===== src/rtl/stream_buffer_ring_writer_ctrl.sv =====
// Per-channel ring-buffer slot allocator for card-memory stream writers: offers slots over
// cfg, forwards write-completion notifications to the consumer link, reclaims on release.
module stream_buffer_ring_writer_ctrl #(
  parameter int unsigned     NUM_CH        = 4,
  parameter int unsigned     TRANSFER_SIZE = 64,
  parameter int unsigned     ALLOC_BYTES   = 65536,
  parameter int unsigned     RING_BYTES    = 1048576,
  parameter longint unsigned BASE_VADDR    = 0,
  parameter bit              LAST_NEW_SLOT = 1'b0,
  parameter int unsigned     VADDR_W       = 48,
  parameter int unsigned     SIZE_W        = 28,
  localparam int unsigned    SLOTS         = RING_BYTES / ALLOC_BYTES,
  localparam int unsigned    USED_W        = $clog2(SLOTS) + 1
) (
  input  logic                       clk,
  input  logic                       rst_n,
  input  logic [NUM_CH-1:0]          notify_valid,
  output logic [NUM_CH-1:0]          notify_ready,
  input  logic [NUM_CH*SIZE_W-1:0]   notify_size,
  input  logic [NUM_CH-1:0]          notify_last,
  output logic [NUM_CH-1:0]          cfg_valid,
  input  logic [NUM_CH-1:0]          cfg_ready,
  output logic [NUM_CH*VADDR_W-1:0]  cfg_vaddr,
  output logic [NUM_CH*32-1:0]       cfg_size,
  output logic [NUM_CH-1:0]          link_valid,
  input  logic [NUM_CH-1:0]          link_ready,
  output logic [NUM_CH*VADDR_W-1:0]  link_vaddr,
  output logic [NUM_CH*SIZE_W-1:0]   link_size,
  output logic [NUM_CH-1:0]          link_last,
  input  logic [NUM_CH-1:0]          release_valid,
  output logic [NUM_CH*USED_W-1:0]   slots_used,
  output logic [NUM_CH-1:0]          err_release
);

  localparam int unsigned OFF_W = $clog2(RING_BYTES);
  localparam int unsigned SUM_W = ((OFF_W > SIZE_W) ? OFF_W : SIZE_W) + 1;

  typedef enum logic {StNeedCfg, StActive} state_e;

  for (genvar c = 0; c < NUM_CH; c++) begin : g_ch
    localparam logic [VADDR_W-1:0] RING_BASE =
        VADDR_W'(BASE_VADDR + 64'(c) * 64'(RING_BYTES));

    logic [OFF_W-1:0]  wr_off_q;
    logic [OFF_W:0]    slot_end_q;
    logic [USED_W-1:0] used_q;
    logic              err_q;
    state_e            state_q;

    logic [OFF_W-1:0]   slot_end_wrap;
    logic [SUM_W-1:0]   next_sum;
    logic [VADDR_W-1:0] cur_vaddr;
    logic               new_slot, active, cfg_v, cfg_hs, note_hs, grant, rel_eff;

    // Slot end equal to RING_BYTES folds back to offset 0.
    assign slot_end_wrap = (slot_end_q >= (OFF_W+1)'(RING_BYTES)) ?
                           OFF_W'(slot_end_q - (OFF_W+1)'(RING_BYTES)) : OFF_W'(slot_end_q);
    assign new_slot  = (wr_off_q == slot_end_wrap);
    assign active    = rst_n && (state_q == StActive);
    assign cfg_v     = rst_n && (state_q == StNeedCfg) &&
                       (!new_slot || (used_q < USED_W'(SLOTS)) || release_valid[c]);
    assign cfg_hs    = cfg_v && cfg_ready[c];
    assign note_hs   = active && notify_valid[c] && link_ready[c];
    assign grant     = cfg_hs && new_slot;
    assign rel_eff   = release_valid[c] && (used_q != '0);
    assign next_sum  = SUM_W'(wr_off_q) + SUM_W'(notify_size[c*SIZE_W +: SIZE_W]);
    assign cur_vaddr = RING_BASE + VADDR_W'(wr_off_q);

    assign cfg_valid[c]                   = cfg_v;
    assign cfg_vaddr[c*VADDR_W +: VADDR_W] = rst_n ? cur_vaddr : '0;
    assign cfg_size[c*32 +: 32] = !rst_n  ? 32'd0 :
                                  new_slot ? 32'(ALLOC_BYTES / TRANSFER_SIZE) :
                                  32'((slot_end_q - {1'b0, wr_off_q}) /
                                      (OFF_W+1)'(TRANSFER_SIZE));
    assign notify_ready[c]                  = active && link_ready[c];
    assign link_valid[c]                    = active && notify_valid[c];
    assign link_vaddr[c*VADDR_W +: VADDR_W] = rst_n ? cur_vaddr : '0;
    assign link_size[c*SIZE_W +: SIZE_W]    = rst_n ? notify_size[c*SIZE_W +: SIZE_W] : '0;
    assign link_last[c]                     = rst_n && notify_last[c];
    assign slots_used[c*USED_W +: USED_W]   = rst_n ? used_q : '0;
    assign err_release[c]                   = rst_n && err_q;

    always_ff @(posedge clk) begin
      if (!rst_n) begin
        wr_off_q   <= '0;
        slot_end_q <= '0;
        used_q     <= '0;
        err_q      <= 1'b0;
        state_q    <= StNeedCfg;
      end else begin
        if (grant && !rel_eff) begin
          used_q <= used_q + USED_W'(1);
        end else if (rel_eff && !grant) begin
          used_q <= used_q - USED_W'(1);
        end
        if (release_valid[c] && (used_q == '0)) begin
          err_q <= 1'b1;
        end
        unique case (state_q)
          StNeedCfg: begin
            if (cfg_hs) begin
              if (new_slot) begin
                slot_end_q <= {1'b0, wr_off_q} + (OFF_W+1)'(ALLOC_BYTES);
              end
              state_q <= StActive;
            end
          end
          StActive: begin
            if (note_hs) begin
              // Oversized notifications are clamped at the slot boundary.
              if (next_sum >= SUM_W'(slot_end_q)) begin
                wr_off_q <= slot_end_wrap;
                state_q  <= StNeedCfg;
              end else if (notify_last[c]) begin
                wr_off_q <= LAST_NEW_SLOT ? slot_end_wrap : OFF_W'(next_sum);
                state_q  <= StNeedCfg;
              end else begin
                wr_off_q <= OFF_W'(next_sum);
              end
            end
          end
          default: state_q <= StNeedCfg;
        endcase
      end
    end
  end

endmodule


===== config.mk =====
export PLATFORM = sky130hd
export DESIGN_NAME = stream_buffer_ring_writer_ctrl
export DESIGN_NICKNAME = d
export VERILOG_FILES = /design/src/rtl/stream_buffer_ring_writer_ctrl.sv
export SDC_FILE = /design/constraint.sdc
export NUM_CORES = 1
export LEC_CHECK = 0
export CORE_AREA = 4 4 309 311
export DETAILED_ROUTE_END_ITERATION = 8
export DIE_AREA = 0 0 313 315
export PLACE_DENSITY = 0.58
export SLEW_MARGIN = 5
export SYNTH_ARGS = -nofsm -noshare
export SYNTH_HDL_FRONTEND = slang
export SYNTH_SLANG_ARGS = --single-unit

===== constraint.sdc =====
create_clock -name clk -period 8 [get_ports clk]
set_clock_uncertainty 0.05 [all_clocks]
set_input_delay 1.6 -clock clk [delete_from_list [all_inputs] [get_ports clk]]
set_output_delay 1.6 -clock clk [all_outputs]
set_load 0.02 [all_outputs]

# Word level (Yosys, flattened, before mapping)

Cells that the tools add are included.

Add/subtract/negate cells: 27
Bitwise operators: 4
Mux-type cells: 56
Order comparisons: 12
Equal/unequal tests: 4
Reductions and logical operators: 96

Operators with widths:

| operator                                            | number |
|---|---|
| two-way mux 26 bit                                  | 8 |
| two-way mux 20 bit                                  | 9 |
| adder 20 x 28 -> 29 bit                             | 4 |
| >= comparator 29 x 21 -> 1 bit                      | 4 |
| two-way mux 28 bit                                  | 4 |
| subtractor 21 x 20 -> 22 bit                        | 4 |
| adder 20 x 17 -> 21 bit (second input constant)     | 4 |
| >= comparator 21 bit (second input constant)        | 4 |
| == test 20 bit                                      | 4 |
| subtractor 20 x 1 -> 20 bit (second input constant) | 4 |
| two-way mux 5 bit                                   | 12 |
| logical AND 1 bit                                   | 56 |
| adder 22 x 20 -> 23 bit (first input constant)      | 2 |
| two-way mux 23 bit                                  | 2 |
| adder 21 x 20 -> 22 bit (first input constant)      | 1 |
| two-way mux 22 bit                                  | 1 |
| adder 5 x 1 -> 5 bit (second input constant)        | 4 |
| logical NOT 5 bit                                   | 4 |
| less-than comparator 5 bit (second input constant)  | 4 |
| nonzero test 5 bit                                  | 4 |
| subtractor 5 x 1 -> 5 bit (second input constant)   | 4 |
| two-way mux 1 bit                                   | 16 |
| logical NOT 1 bit                                   | 12 |
| AND reduction 3 bit                                 | 4 |
| 5 further kinds                                     | 24 |

Output and inout port bits: 664
Bits in registers: 192
Input port bits: 134
Logic and storage cells: 219

# Logic depth before layout (Yosys ltp)

Gate-level depths: netlist (run 1).

Depth after elaboration: 13
Depth in mapped cells: 23
Mapped depth without buffers: 21

# Worst setup path before layout (run 1)

OpenSTA, ideal clock, no wires.

Kind: register to output
Start: reg g_ch[2].wr_off_q[1]
End: out cfg_size[78]
Stages on the path, launching flop included: 13
Slack: 1.339 ns
Data required time: 6.350 ns
Data arrival time: 5.011 ns
Path buffers: 0
Path through: dfxtp_1 > inv_1 > ha_1 > nand3_1 > o221a_2 > o21bai_1 > a211oi_1 > o21ai_1 > a31oi_1 > o21ai_1 > a41o_1 > a2111oi_0 > o21bai_1

Longest elaborated chain between the ends: 3

Ends and longest elaborated chain:

| what                                                                  | RTL line | RTL |
|---|---|---|
| start: declaration                                                    | 44       | `logic [OFF_W-1:0] wr_off_q;` |
| start signal: assignment                                              | 112      | `wr_off_q <= slot_end_wrap;` |
| start signal: assignment                                              | 115      | `wr_off_q <= LAST_NEW_SLOT ? slot_end_wrap : OFF_W'(next_sum);` |
| start signal: assignment                                              | 118      | `wr_off_q <= OFF_W'(next_sum);` |
| subtractor 21 x 20 -> 22 bit / == test 20 bit (equally long branches) | 73, 58   |  |
| two-way mux 26 bit (*)                                                | 72       | `new_slot ? 32'(ALLOC_BYTES / TRANSFER_SIZE) :` |
| two-way mux 26 bit (*)                                                | 71       | `assign cfg_size[c*32 +: 32] = !rst_n ? 32'd0 :` |
| end: declaration                                                      | 24       | `output logic [NUM_CH*32-1:0] cfg_size,` |

Mark *: on every way between the ends. The rest lies on a longest branch, timed or not.

# Worst setup path after layout (run 1)

Start: in notify_size[28]
End: reg g_ch[1].wr_off_q[6]

Longest elaborated chain between the ends: 3

Ends and longest elaborated chain:

| what                           | RTL line | RTL |
|---|---|---|
| start: declaration             | 19       | `input logic [NUM_CH*SIZE_W-1:0] notify_size,` |
| adder 20 x 28 -> 29 bit (*)    | 66       | `assign next_sum = SUM_W'(wr_off_q) + SUM_W'(notify_size[c*SIZE_W +: SIZE_W]);` |
| >= comparator 29 x 21 -> 1 bit | 111      | `if (next_sum >= SUM_W'(slot_end_q)) begin` |
| two-way mux 20 bit (*)         | 111      |  |
| end signal: assignment         | 112      |  |
| end signal: assignment         | 115      |  |
| end signal: assignment         | 118      |  |
| end: declaration               | 44       |  |

Marks and branches as above.
A chain may end at the register's enable or synchronous reset.

==> impl.org, run 1 <==
** Outcome
- Result of the run :: completed

** Finish
- Summing all non-filler instances in the final layout gives an area of 28320 um2.
- Filler Cell Count :: 10090
- Relative to the synthesized area, the layout overhead comes to 25.28%.
- Share of layout cells above drive strength 1 :: 3.091%
- Count of non-filler cells in the finished layout :: 4717
- Final net count :: 3855

** Clocking
- TritonCTS built the clock tree.
- Cell at the root of the clock tree :: clkbuf_16
- Number of H-tree levels :: 4
- Post-cts repair resize count :: 0
- Sinks on the clock net :: 192
- The clock reaches the later pin of the worst-skew pair after 0.50 ns.
- Number of post-CTS setup repair buffers :: 0
- After clock tree synthesis, the clock-pin slew on the worst setup and hold paths is 0.08 ns.
- Maximum clock insertion buffer count :: 2
- The number of hold buffers added after CTS was 0.
- Clock tree synthesis inserted a total of 17 buffers.

** Floorplanning
- Rows :: 112
- The die covers 98600 um2.
- Die X :: 313 um
- The initial utilization of the core area, before any placement, comes to 24.37%.
- During I/O placement, the number of pins put on the boundary was 798.
- Floorplan die height :: 315 um
- Core region area :: 92770 um2

** Yosys
- In the synthesized netlist the dominant register cell turns out to be dfxtp_1.
- Flops & latches, synth :: 192
- Ys Warns :: 0
- The cell count after synthesis came out at 3079.
- Post-synthesis cell area :: 22610 um2
- Mean cell area of the mapped netlist :: 7.343 um2
- In this run, distinct cell masters in the synthesized netlist total 84.
- Number of flops mapped to enable cells by yosys :: 0
- Sequential-to-total area share from yosys stat :: 17.00%
- Counting flops with an async set or reset pin after synthesis yields a share of 0%.

** Worst setup path
- Worst path most repeated cell :: buf_4
- WP data required :: 8.37 ns
- The largest single stage delay on the critical path is 0.52 ns.
- For the worst setup path, the data arrival time is 7.45 ns.
- Among all stages on the critical path, the largest delay is contributed by or4_1.
- Type of destination of the critical path :: register
- Grouping stages by cell kind, the critical path spends the most delay in simple AND/OR/NAND/NOR gates.
- CP startpoint kind :: input pin
- Along the worst path, the maximum fanout reaches 12.
- Number of buffer and inverter stages on the critical path :: 4
- CP Class :: in2reg
- Cell-by-cell listing of the critical path :: clkdlybuf4s50_1, ha_1, fa_1, a21oi_1, o21ai_1, a2111oi_0, buf_4, o21ai_1, a31oi_1, or4b_1, o211ai_1, ha_1, a21oi_1, nor2b_1, o21ai_0, nand4_1, or4_1, nor4_1, and4_1, nand2_1, buf_4, buf_4, or3_1, nand3_1

** Run
- Max-cap violations :: 0

** Global routing
- Largest net degree at the start of global routing :: 72
- Global routing used 15.89% of the available tracks across all layers.
- Global-route wire length before repair :: 122.0 mm
- The initial antenna violation count came to 2.
- The via count of the first global-routing pass was 20510.
- Sum of overflow across all layers after global routing :: 0

** Drt
- For this block, the routed nets add up to 83.32 mm of wire.
- The count of nets left with antenna violations once routing finished came out at 0.
- Dividing the detail-routed wire length by the instance count gives 17.66 um.
- Number of vias in the routed layout :: 21780
- Post-detailed-route DRC marker count :: 0
- The first detailed-routing pass took 5 iterations.
- DR vias/cell :: 4.618
- The detailed router finished its first iteration with 1361 violations.

** Placed design
- Last weighted congestion value of the routability-driven placer :: 0.9359
- The count of buffers added on input and output ports is 557.
- Placed cell areas :: 27680 um2
- Number of placed instances, taps included :: 4684
- Detailed placement ended at an HPWL of 68.10 mm.

** Timing
- Count of endpoints failing hold in the final timing report :: 0
- Setup repair after global routing left no endpoint under its margin.
- Pins Over Slew Limit :: 0
- Tcrit/Tclk final :: 88.49%
- Final setup violating endpoints :: 0
- For the pin with the worst max-slew slack, the measured transition is 1.155 ns.
- Highest attainable clock frequency :: 0.1413 GHz
- Max-Slew Margin vs Limit :: 22.83%
- TNS Setup :: 0 ns
- Min Tclk post-route :: 7.079 ns

** Power
- Power spread over the standard cell area amounts to 127.6 nW/um2.
- Total leakage power :: 11.56 nW
- Overall power after layout :: 3.613 mW
- IR analysis of the VDD net gives a maximum drop of 161.8 uV.

** Hold path
- The tightest min-delay check is of the reg2reg type.
worst paths after layout:
kind,start,endpoint,slack (ns),cells after the start
max,notify_size[28],g_ch[1].wr_off_q[6]$_SDFFE_PN0P_,0.92,24
min,g_ch[0].err_q$_SDFFE_PN0P_,g_ch[0].err_q$_SDFFE_PN0P_,0.42,1
max reg2reg,g_ch[1].wr_off_q[0]$_SDFFE_PN0P_,g_ch[1].wr_off_q[6]$_SDFFE_PN0P_,2.09,23
min reg2reg,g_ch[0].err_q$_SDFFE_PN0P_,g_ch[0].err_q$_SDFFE_PN0P_,0.42,1
cells by family (layout without fill, tap and decap cells):
family | Yosys count | count (layout) | share of synthesized area (%)
XOR/XNOR | 139 | 139 | 5.385
multiplexers | 81 | 81 | 3.636
AND/OR/NAND/NOR | 1031 | 1031 | 21.83
AO/OA/AOI/OAI | 670 | 670 | 18.98
buffers and inverters | 693 | 837 | 17.83
flip-flops | 192 | 192 | 17.00
other | 1 | 241 | 0.01659
adder cells (fa/ha/maj) | 272 | 272 | 15.32
routing by layer:
layer / GRT usage (%) / up-vias / part of all wire, %
li1: - / 10780 / -
met4: 5.615 / 0 / 2.9
met2: 26.98 / 809 / 47
met1: 19.75 / 10110 / 43
met5: 0 / - / 0
met3: 3.596 / 84 / 6.9
through the flow:
stage / hold slack (ns) / util (%) / setup WS, ns
final: 0.4187 / 30.53 / 0.9205
after global routing: 0.4511 / 30.53 / 0.5486
after CTS: 0.4139 / 30.53 / 1.053
after detailed placement: 0.4002 / 29.84 / 0.5333
after global placement: 0.3924 / 29.84 / 0.5371
after floorplan: 0.3824 / - / 1.339
synth_stat cells, types with 7 or more instances:
cell / number / area (um2)
buf_4: 372 / 2793
nand2b_1: 12 / 75.07
and2_1: 145 / 907.1
nor4_1: 14 / 87.58
nand4_1: 55 / 344.1
o21ai_0: 86 / 430.4
xnor2_1: 91 / 797.0
mux2_2: 9 / 101.4
a31oi_1: 13 / 81.33
nor2_1: 293 / 1100
or2_2: 7 / 43.79
o21ai_1: 34 / 170.2
nor2b_1: 26 / 162.7
ha_1: 264 / 3303
fa_1: 8 / 160.2
o21bai_1: 27 / 202.7
o211ai_1: 13 / 97.59
dfxtp_1: 192 / 3844
o21a_1: 41 / 307.8
o31ai_1: 9 / 67.56
and3_1: 22 / 137.6
nand3_1: 69 / 345.3
or3_1: 24 / 150.1
and4_1: 8 / 70.07
inv_1: 218 / 818.3
nor3_1: 63 / 315.3
nor3b_1: 13 / 97.59
xor2_1: 48 / 420.4
o31a_1: 7 / 61.31
nand2_1: 271 / 1017
a211oi_1: 18 / 135.1
buf_1: 10 / 37.54
buf_2: 15 / 75.07
a2111oi_0: 10 / 87.58
a21o_1: 66 / 495.5
a21oi_1: 244 / 1221
mux2i_1: 72 / 720.7
o22ai_1: 22 / 137.6
clkbuf_1: 75 / 281.5
layout make-up:
cell class / instances / area [um2] / share of cell area [%]
inverter: 219 / 827.0 / 2.920
antenna: 1 / 2.502 / 0.008835
multi-input combinational: 2433 / 15650 / 55.25
timing repair buffer: 586 / 5794 / 20.46
clock buffer: 21 / 470.5 / 1.661
clock inverter: 11 / 167.7 / 0.5920
sequential: 192 / 3844 / 13.57
tap: 1254 / 1569 / 5.540
flip-flops by register name, indices dropped and copies added (netlist names):
name,count
g_ch.wr_off_q,80
g_ch.slot_end_q,84
g_ch.state_q,4
g_ch.err_q,4
g_ch.used_q,20
worst register-to-register path, delay by kind of cell, from the launching register on:
family | cells | cell delay, ns
flip-flops | 1 | 0.38
AND/OR/NAND/NOR | 9 | 2.17
AO/OA/AOI/OAI | 8 | 1.74
adder cells (fa/ha/maj) | 3 | 0.92
buffers and inverters | 3 | 0.58
power by group:
| part | switching (mW) | total, mW | internal [mW] |
|---|---|---|---|
| registers | 0.0679 | 1.08 | 1.01 |
| clock network | 0.471 | 0.998 | 0.527 |
| logic | 0.907 | 1.54 | 0.631 |
| total | 1.45 | 3.61 | 2.17 |
placed cells by master, fill, tap and decap left out, types with 9 or more instances in the layout:
| cell | instances |
|---|---|
| clkdlybuf4s50_1 | 556 |
| nor2_1 | 290 |
| nand2_1 | 271 |
| ha_1 | 264 |
| a21oi_1 | 244 |
| conb_1 | 240 |
| inv_1 | 218 |
| dfxtp_1 | 192 |
| and2_1 | 145 |
| xnor2_1 | 91 |
| o21ai_0 | 86 |
| mux2i_1 | 72 |
| nand3_1 | 69 |
| a21o_1 | 66 |
| nor3_1 | 62 |
| nand4_1 | 55 |
| xor2_1 | 48 |
| o21a_1 | 41 |
| o21ai_1 | 34 |
| buf_4 | 29 |
| o21bai_1 | 27 |
| nor2b_1 | 26 |
| or3_1 | 24 |
| and3_1 | 22 |
| o22ai_1 | 22 |
| a211oi_1 | 18 |
| clkbuf_16 | 17 |
| nor4_1 | 14 |
| a31oi_1 | 13 |
| nor3b_1 | 13 |
| o211ai_1 | 13 |
| nand2b_1 | 12 |
| o31ai_1 | 9 |
| a2111oi_0 | 9 |
| mux2_2 | 9 |
Note: power is estimated with default switching activity, not from simulation.
==> run 2, diff against run 1 <==
--- a/config.mk
+++ b/config.mk
@@ -5,11 +5,12 @@
 export SDC_FILE = /design/constraint.sdc
 export NUM_CORES = 1
 export LEC_CHECK = 0
-export CORE_AREA = 4 4 309 311
+export CORE_AREA = 4 4 307 309
 export DETAILED_ROUTE_END_ITERATION = 8
-export DIE_AREA = 0 0 313 315
+export DIE_AREA = 0 0 311 313
 export PLACE_DENSITY = 0.58
 export SLEW_MARGIN = 5
 export SYNTH_ARGS = -nofsm -noshare
 export SYNTH_HDL_FRONTEND = slang
 export SYNTH_SLANG_ARGS = --single-unit
+export TNS_END_PERCENT = 30
==> impl.org, run 2 (synthesis results as in run 1) <==
** Outcome
- Result of the run :: completed

** Floorplanning
- Number of top-level pins :: 798
- After floorplanning, the core was divided into 111 placement rows.
- The total area inside the core boundary comes to 91390 um2.
- The initial utilization of the core area, before any placement, comes to 24.74%.
- Floorplan die height :: 313 um
- Die X :: 311 um
- Area of the die :: 97340 um2

** Worst setup path
- Worst setup path start :: notify_size[28]
- Type of destination of the critical path :: register
- Following the worst setup path forward leads to its endpoint at g_ch[1].wr_off_q[7]$_SDFFE_PN0P_.
- At the worst endpoint, the required time is 8.34 ns.
- Counting cells, the worst reg-to-reg path comes to 21.
- CP startpoint kind :: input pin
- Across all register-to-register paths, the minimum setup slack is 1.99 ns.
- The worst setup path is of the in2reg kind.
- Destination of the worst register-to-register timing path :: g_ch[1].wr_off_q[7]$_SDFFE_PN0P_
- Launch instance of the worst register-to-register path :: g_ch[1].wr_off_q[0]$_SDFFE_PN0P_
- For the worst setup path, the data arrival time is 7.45 ns.
- In this run the worst path has a maximum fanout of 9.

** Clocking
- Number of post-CTS setup repair buffers :: 0
- The number of hold buffers added after CTS was 0.
- TritonCTS built the clock tree.
- In this run the deepest clock path goes through 2 buffers.
- Clock edge transition at the registers on the reported setup and hold paths :: 0.08 ns
- Sinks on the clock net :: 192
- Cell at the root of the clock tree :: clkbuf_16
- CTS built an H-tree with a depth of 4.
- For the worst-skew pair, the clock arrives at the later sink with an insertion delay of 0.50 ns.
- Counting the buffers created by CTS gives 17.
- The number of gates resized after CTS was 0.

** Global routing
- Entering global routing, the biggest net connects 78 pins.
- Global-route wire length before repair :: 123.5 mm
- Number of antenna violations at the first check in global routing :: 3
- Highest-utilization routing layer at the global route stage :: met2
- The total overflow left after global routing is 0.
- Total GRT Usage :: 16.14%
- Vias in the first global route :: 20780
- For this run, global-route usage on met2 was measured as 28.22%.
- Met3 Usage GRT :: 3.425%
- Global Route met1 Usage :: 20.20%

** Power
- Cell internal power dissipation :: 2.151 mW
- In this run the power density over the cells is 127.2 nW/um2.
- Of the total power, combinational logic draws 42.7%.
- Total power for the finished layout comes to 3.592 mW.
- Total leakage power :: 11.54 nW
- VDD sags by at most 154.5 uV.
- Sequential cells account for 30.1% of the total power.
- Clock network power share :: 27.3%
- Of the total power, the share spent switching nets is 40.13%.
- The analysis attributes to net switching a power of 1.441 mW.

** Timing
- Measured against its own limit, the worst slew margin works out to 23.97%.
- TNS Setup :: 0 ns
- Final setup violating endpoints :: 0
- Across all setup checks in the final design, the least slack found is 0.8876 ns.
- The number of hold violations in the final report was 0.
- Highest attainable clock frequency :: 0.1406 GHz
- At the pin with the least slew margin, the transition time is 1.138 ns.
- Setup repair after global routing missed its margin :: false
- The worst path in the final design needs a cycle of 7.112 ns, including I/O delays and setup.
- Tcrit/Tclk final :: 88.90%
- Smallest hold slack :: 0.4149 ns
- Pins Over Slew Limit :: 0

** Drt
- Overall routed net length :: 83.05 mm
- After the first detailed-routing iteration, the DRC count stood at 1408.
- Routed wire per std cell :: 17.87 um
- For this run, design rule violations remaining after detail routing come to 0.
- The detail route stage leaves a number of antenna-violating nets equal to 0.
- First drt pass iteration count :: 5
- For this block, the via count after detailed routing is 21690.
- DR vias/cell :: 4.668

** Placed design
- The number of placed instances, taps included, is 4613.
- Post-Place Setup Slack :: 0.4201 ns
- DPL Wire Length :: 67.66 mm
- In this run the tool buffered the top-level ports with 557 buffer cells.
- The congestion estimate from routability-driven global placement came to 0.9212.

** Finish
- In the layout the commonest cells are 556 x clkdlybuf4s50_1, 290 x nor2_1, 271 x nand2_1.
- Count of non-filler cells in the finished layout :: 4646
- Cells with a size suffix above 1 make up 3.064% of the layout.
- In the final layout, the registers with the most flip-flops are g_ch.slot_end_q: 84 flops, g_ch.wr_off_q: 80 flops, g_ch.used_q: 20 flops.
- The register with the most flip-flops in the layout has 84 of them.
- Register with the most flip-flops :: g_ch.slot_end_q
- Final net count :: 3852
- Synthesis-to-layout area growth :: 24.87%
- Commonest non-fill, non-tap cell in the layout :: clkdlybuf4s50_1

** Run
- Max-cap violations :: 0

** Hold path
- Worst min-delay path class :: reg2reg
[run 2: critical path, stage by stage]
cell and delay, ns:
clkdlybuf4s50_1 0.43, ha_1 0.24, fa_1 0.40, a21oi_1 0.19
o21ai_1 0.11, a2111oi_0 0.53, buf_4 0.20, o21ai_1 0.14
a31oi_1 0.34, or4b_1 0.47, o211ai_1 0.15, ha_1 0.31
a21oi_1 0.15, nor2b_1 0.05, o21ai_0 0.16, nand4_1 0.11
or4_1 0.52, nor4_1 0.25, and4_1 0.22, nand2_1 0.20
or3_1 0.41, a32o_1 0.26
[run 2: metrics by stage]
stage | area (um2) | util, %
2_1_floorplan | 23510 | -
3_3_place_gp | 27610 | 30.21
3_5_place_dp | 27610 | 30.21
4_1_cts | 28230 | 30.89
5_1_grt | 28230 | 30.89
6_report | 28230 | 30.89
[run 2: metal layers]
layer  vias to the layer above  part of all wire (%)
met5                         -                     0
met4                         0                   1.9
met3                        67                   6.2
met2                       748                    48
met1                     10090                    43
li1                      10790                     -
[run 2: worst min path at each step]
stage | startpoint | to | slack, ns | depth (start not counted)
2_1_floorplan | g_ch[0].err_q$_SDFFE_PN0P_ | g_ch[0].err_q$_SDFFE_PN0P_ | 0.38 | 1
3_3_place_gp | g_ch[2].err_q$_SDFFE_PN0P_ | g_ch[2].err_q$_SDFFE_PN0P_ | 0.40 | 1
3_5_place_dp | g_ch[1].err_q$_SDFFE_PN0P_ | g_ch[1].err_q$_SDFFE_PN0P_ | 0.40 | 1
4_1_cts | g_ch[1].err_q$_SDFFE_PN0P_ | g_ch[1].err_q$_SDFFE_PN0P_ | 0.42 | 1
5_1_grt | g_ch[1].err_q$_SDFFE_PN0P_ | g_ch[1].err_q$_SDFFE_PN0P_ | 0.44 | 1
6_report | g_ch[1].err_q$_SDFFE_PN0P_ | g_ch[1].err_q$_SDFFE_PN0P_ | 0.41 | 1
[run 2: power by group through the flow]
stage	Sequential (mW)	Combinational [mW]	Clock (mW)
floorplan	1.07	1.12	0
global placement	1.10	1.53	0
detailed placement	1.10	1.53	0
CTS	1.08	1.54	1.02
global route	1.09	1.67	1.05
finish	1.08	1.53	0.979
[run 2: area by class of cell]
type	instances	area [um2]
timing repair buffer	583	5797
clock buffer	19	442.9
inverter	219	827.0
fill	9920	63150
tap	1186	1484
clock inverter	13	177.7
multi-input combinational	2433	15660
antenna	1	2.502
sequential	192	3844
